`src/rtl/byte_deser.sv`:
```
// Framed serial-to-parallel deserialiser feeding a downstream holding register (D bus + active-low EN).
// Define BYTE_DESER_PARITY_EN to extend each frame with an even-parity bit that gates the load strobe.
module byte_deser #(
    parameter int WIDTH     = 8,
    parameter int MSB_FIRST = 1,
    parameter int TIMEOUT   = 16
) (
    input  logic             CK,
    input  logic             CLR,
    input  logic             SI,
    input  logic             SV,
    input  logic             FS,
    output logic [WIDTH-1:0] D,
    output logic             EN,
    output logic             BUSY,
    output logic             ERR
);

    localparam int CW = $clog2(WIDTH + 2);
    localparam int TW = (TIMEOUT > 1) ? $clog2(TIMEOUT + 1) : 1;

    typedef enum logic {IDLE, SHIFT} state_t;

    state_t           state_q, state_d;
    logic [WIDTH-1:0] shreg_q, shreg_d;
    logic [CW-1:0]    bitcnt_q, bitcnt_d;
    logic [TW-1:0]    tocnt_q, tocnt_d;
    logic [WIDTH-1:0] d_q, d_d;
    logic             en_q, en_d;
    logic             busy_q;
    logic             err_q, err_d;

    // WIDTH is assumed to be at least 2.
    function automatic logic [WIDTH-1:0] shift_in(input logic [WIDTH-1:0] base, input logic b);
        if (MSB_FIRST != 0) begin
            return {base[WIDTH-2:0], b};
        end
        return {b, base[WIDTH-1:1]};
    endfunction

    always_ff @(posedge CK or posedge CLR) begin
        if (CLR) begin
            state_q  <= IDLE;
            shreg_q  <= '0;
            bitcnt_q <= '0;
            tocnt_q  <= '0;
            d_q      <= '0;
            en_q     <= 1'b1;
            busy_q   <= 1'b0;
            err_q    <= 1'b0;
        end else begin
            state_q  <= state_d;
            shreg_q  <= shreg_d;
            bitcnt_q <= bitcnt_d;
            tocnt_q  <= tocnt_d;
            d_q      <= d_d;
            en_q     <= en_d;
            busy_q   <= (state_d == SHIFT);
            err_q    <= err_d;
        end
    end

    always_comb begin
        state_d  = state_q;
        shreg_d  = shreg_q;
        bitcnt_d = bitcnt_q;
        tocnt_d  = tocnt_q;
        d_d      = d_q;
        en_d     = 1'b1;
        err_d    = 1'b0;
        case (state_q)
            IDLE: begin
                tocnt_d = '0;
                if (SV && FS) begin
                    shreg_d  = shift_in('0, SI);
                    bitcnt_d = CW'(1);
                    state_d  = SHIFT;
                end
            end
            SHIFT: begin
                if (SV && FS) begin
                    // Truncated frame: drop the partial word and restart on this bit.
                    err_d    = 1'b1;
                    shreg_d  = shift_in('0, SI);
                    bitcnt_d = CW'(1);
                    tocnt_d  = '0;
                end else if (SV) begin
                    tocnt_d = '0;
`ifdef BYTE_DESER_PARITY_EN
                    if (bitcnt_q == CW'(WIDTH)) begin
                        state_d  = IDLE;
                        bitcnt_d = '0;
                        if (SI == ^shreg_q) begin
                            d_d  = shreg_q;
                            en_d = 1'b0;
                        end else begin
                            err_d = 1'b1;
                        end
                    end else begin
                        shreg_d  = shift_in(shreg_q, SI);
                        bitcnt_d = bitcnt_q + CW'(1);
                    end
`else
                    if (bitcnt_q == CW'(WIDTH - 1)) begin
                        d_d      = shift_in(shreg_q, SI);
                        en_d     = 1'b0;
                        state_d  = IDLE;
                        bitcnt_d = '0;
                    end else begin
                        shreg_d  = shift_in(shreg_q, SI);
                        bitcnt_d = bitcnt_q + CW'(1);
                    end
`endif
                end else if (TIMEOUT != 0) begin
                    if (tocnt_q == TW'(TIMEOUT - 1)) begin
                        err_d    = 1'b1;
                        state_d  = IDLE;
                        bitcnt_d = '0;
                        tocnt_d  = '0;
                    end else begin
                        tocnt_d = tocnt_q + TW'(1);
                    end
                end
            end
            default: state_d = IDLE;
        endcase
    end

    assign D    = d_q;
    assign EN   = en_q;
    assign BUSY = busy_q;
    assign ERR  = err_q;

endmodule
```
`config.mk`:
```
export PLATFORM = sky130hd
export DESIGN_NAME = byte_deser
export DESIGN_NICKNAME = d
export VERILOG_FILES = /design/src/rtl/byte_deser.sv
export SDC_FILE = /design/constraint.sdc
export NUM_CORES = 1
export LEC_CHECK = 0
export ABC_AREA = 1
export CORE_UTILIZATION = 50
export DETAILED_ROUTE_END_ITERATION = 10
export HOLD_SLACK_MARGIN = 0.08
export PLACE_DENSITY_LB_ADDON = 0.3
export SLEW_MARGIN = 20
export SYNTH_ARGS = -nofsm -noshare
export SYNTH_HDL_FRONTEND = slang
export SYNTH_SLANG_ARGS = --single-unit
```
`constraint.sdc`:
```
create_clock -name CK -period 1.3 [get_ports CK]
set_input_delay 0.26 -clock CK [delete_from_list [all_inputs] [get_ports CK]]
set_output_delay 0.26 -clock CK [all_outputs]
set_load 0.02 [all_outputs]
```
* Word level (Yosys, flattened, before mapping)
Cells that the tools add are included.
W data, S select, Z words.
** Word-level totals
- Register bits after elaboration :: 28
- Latch bits :: 0
- Memory bits (writable) :: 0
- ROM bits :: 0
- Input bits :: 5
- Output and inout bits :: 11
- Word-level logic and storage cells :: 64
- Memories kept :: 0
** Operators by class
- Add/sub/neg operators :: 2
- Multiply operators :: 0
- Div/mod/pow operators :: 0
- Magnitude comparators :: 0
- Equal/unequal tests :: 6
- Shift-type cells :: 0
- Multiplexer cells :: 43
- Bitwise logic cells :: 2
- Reduce and logical (&&, ||, !) cells :: 4
** Operators with widths (number)
- $mux W8 :: 8
- $mux W1 :: 23
- $mux W4 :: 5
- $pmux W8 S2 :: 1
- $mux W5 :: 3
- $pmux W5 S2 :: 1
- $pmux W4 S2 :: 1
- $add A5 B1 Y5 const B :: 1
- $eq A5 B4 Y1 const B :: 1
- $add A4 B1 Y4 const B :: 1
- $eq A4 B3 Y1 const B :: 1
- $ne A4 B2 Y1 const B :: 1
- $reduce_and A4 Y1 :: 1
- $ne A3 B2 Y1 const B :: 1
- $ne A3 B3 Y1 const B :: 1
- $reduce_and A3 Y1 :: 1
- $ne A2 B2 Y1 const B :: 1
- $not A1 Y1 :: 2
- $pmux W1 S2 :: 1
- $reduce_and A2 Y1 :: 1
- $logic_and A1 B1 Y1 :: 1

* Logic depth before layout (Yosys ltp)
- Word-level depth :: 10
- Depth in mapped cells :: 7
- Depth with buffers taken out :: 7

* Worst setup path before layout
Ideal clock, no wire load.
- Kind :: reg2reg
- Start :: register, netlist name BUSY
- End :: register d_q[0] (netlist: D[0])
- Library setup time :: 0.117 ns
- Arrival time :: 1.105 ns
- Required time :: 1.183 ns
- Setup slack :: 0.078 ns
- Stages on the path, launching flop included :: 8
- Buffers on the path :: 0
- Clock period less this slack :: 1.222 ns
- Path through :: dfrtp_1 nand2_1 inv_2 nand2_2 nor2_8 inv_4 nand2_1 nand2_1
** RTL lines
- end signal, assigned :: RTL line 47 : d_q <= '0;
- end signal, assigned :: RTL line 56 : d_q <= d_d;
- end, declared :: RTL line 28 : logic [WIDTH-1:0] d_q, d_d;

* Final worst setup path
- Start :: register d_q[4] (netlist: D[4])
- End :: output port D[4]
** RTL lines
- end, declared :: RTL line 13 : output logic [WIDTH-1:0] D,
No word-level cell between the ends.

==> flow_summary.yaml <==
detailed_routing:
  drt-initial-drc-count: 26
  wl_met1_um: 959
  met3_length_um: 111
  dr.pass1.iters: 4
  routed_wl_um: 2290
  wl_per_cell_um: 11.6
  via_per_inst: 4.98
  drc: 0
  antenna_left: 0
  top_layer: "met4"
  dr_total_vias: 981
  met2_length_um: 1170
floorplan:
  io_pins: 16
  die_y_um: 50.6
  dieWidth_um: 50.6
  rows: 17
  initial_core_util_pct: 53.3
  dieArea_um2: 2560
  core_region_area_um2: 2210
place:
  finalWeightedCongestion: 0.761
  hpwl_um: 1580
  preCtsSetupSlack_ns: -0.227
  placed_cell_area_um2: 1450
  numPortBuffers: 15
logic_synthesis:
  postSynthAreaPerCell_um2: 8.68
  ys_ff_latch: 27
  synth_edf_count: 0
  synth_common_cells: "nand2_1, dfrtp_1, nor2_1"
  synth-main-ff-cell: "dfrtp_1"
  synthTopCellsByArea: "dfrtp_1, nand2_1, nand3_1"
  async_flop_share_pct: 100
  syn-num-nets: 143
  syn_inst: 136
  synthDistinctLibCells: 21
  synth_most_common_cell: "nand2_1"
  synth_largest_area_cell: "dfrtp_1"
  synth_top_area_share_pct: 55.1
  seq_area_frac_synth_pct: 57.4
  synth_warnings: 0
  syn_area_um2: 1180
sta:
  timing_worst_slew_pin_value_ns: 0.250
  tns_ns: 0
  fmax_ghz: 0.787
  slew_viol_final: 0
  slew_headroom_pct: 83.3
  post-route-period-util_pct: 97.7
  min_period_ns: 1.27
  rsz0062_at_grt: "true"
  fin_ws_ns: 0.0294
  clock_skew_ns: 0.00366
  hold_viol: 0
  setup_viol: 0
  hold_ws_ns: 0.241
global_routing:
  grt_start_max_net_pins: 28
  grt_overflow: 0
  grt_use_total_pct: 20.1
  antenna_found_initial: 0
  grt_pass1_wl_um: 3760
  grt_pass1_vias: 925
pwr:
  switchingPower_mw: 0.474
  powerDensity_nw_per_um2: 1060
  switching_share_pct: 28.8
  p_seq_share_pct: 57.6
  p_leak_nw: 0.854
  ir_worst_vdd_mv: 0.817
  p_int_mw: 1.17
  combPwrFrac_pct: 20.7
  pwr-share-clk_pct: 21.7
  p_total_mw: 1.64
setup_path:
  startpoint_type: "register"
  critPathMaxStageDelay_ns: 0.41
  required_ns: 1.04
  crit_fanout: 2
  path_cells: "clkdlybuf4s15_1"
  path_buf_inv: 1
  cp.arrival_ns: 1.01
  cpMaxStageDelayCell: "dfrtp_1"
  path_class: "reg -> out"
  crit_path_end_kind: "primary output"
  critPathTopFamily: "flip-flops"
cts:
  hold_buffers: 0
  cts_tree: "yes"
  clk_latency_ns: 0.32
  cts_sinks: 27
  numCtsBuffers: 3
  cts_buffer_depth: 2
  cts_root_buf: "clkbuf_4"
  cts_htree_levels: 1
  clk_pin_slew_ns: 0.14
layout:
  drive_gt1_share_pct: 23.7
  final_area_um2: 1560
  nets: 177
  area_growth_pct: 31.9
  nFillCells: 180
  diodes: 0
run_status:
  status: "complete, no violations"
hold_path:
  holdCritPathClass: "in -> async"
run:
  maxCapViolations: 0
placed cells by master, fill, tap and decap left out:
cell	Yosys	layout
a21oi_1	1	1
a31oi_1	1	1
buf_12	0	1
buf_2	0	1
buf_4	0	12
clkbuf_1	0	1
clkbuf_2	0	3
clkbuf_4	0	3
clkdlybuf4s15_1	0	7
clkdlybuf4s50_1	0	4
dfrtp_1	26	26
dfstp_2	1	1
ha_4	0	2
inv_1	7	7
inv_2	3	3
inv_4	1	1
nand2_1	65	61
nand2_2	1	3
nand2_4	0	2
nand3_1	6	5
nand3_2	0	1
nand4_1	2	2
nor2_1	8	8
nor2_2	3	1
nor2_4	1	4
nor2_8	1	1
o211ai_1	1	1
o21ai_0	1	1
o21ai_2	0	1
o22ai_1	1	1
xor2_1	3	3
power groups by stage:
stage	clock network [mW]	registers (mW)	logic [mW]
after detailed placement	0	0.951	0.281
after CTS	0.367	0.935	0.294
after global placement	0	0.948	0.273
after global routing	0.387	0.953	0.382
after floorplan	0	0.960	0.146
final	0.357	0.947	0.340
worst paths after layout:
kind / startpoint / endpoint / slack, ns / cells after the start
min in group CK: D[7] / D[7] / 0.49 / 2
hold / removal: CLR / shreg_q[0] / 0.24 / 3
hold reg to reg: D[7] / D[7] / 0.49 / 2
setup reg to reg: bitcnt_q[1] / shreg_q[6] / 0.06 / 7
max in group asynchronous: CLR / EN / 0.82 / 3
setup / recovery: D[4] / D[4] / 0.03 / 1
registers in the layout, summed over array words and instances (netlist names):
| register | cells |
|---|---|
| EN | 1 |
| bitcnt_q | 4 |
| BUSY | 1 |
| shreg_q | 7 |
| ERR | 1 |
| tocnt_q | 5 |
| D | 8 |
through the flow:
step,cells,utilization (%)
3_3_place_gp,188,65.3
3_5_place_dp,188,65.3
5_1_grt,197,70.4
2_1_floorplan,136,-
4_1_cts,193,67.1
6_report,197,70.4
kinds of logic after synthesis:
| kind of cell | share of synthesized area, % |
|---|---|
| AO/OA/AOI/OAI | 2.97 |
| adder cells (fa/ha/maj) | 2.12 |
| buffers and inverters | 3.71 |
| AND/OR/NAND/NOR | 31.6 |
| flip-flops | 57.4 |
| XOR/XNOR | 2.23 |
area by class of cell:
class,count,area [µm²],area share (%)
Clock buffer,4,26.3,1.69
Inverter,11,43.8,2.81
Multi-Input combinational cell,99,534,34.3
Sequential cell,27,677,43.5
Tap cell,28,35.0,2.25
Timing Repair Buffer,28,240,15.4
what timing repair did:
item / in CTS / in global routing
pin swaps: 1 / 5
resized for setup: 26 / 15
setup endpoints to repair: 20 / 25
setup buffers: 1 / 3
gates cloned: 0 / 1
layer usage:
metal  vias up  track usage (%)
met5         -                0
met4         0             10.2
met3         7             3.33
met2        28             34.4
met1       455             24.2
li1        491                -
Note: power is estimated with default switching activity, not from simulation.
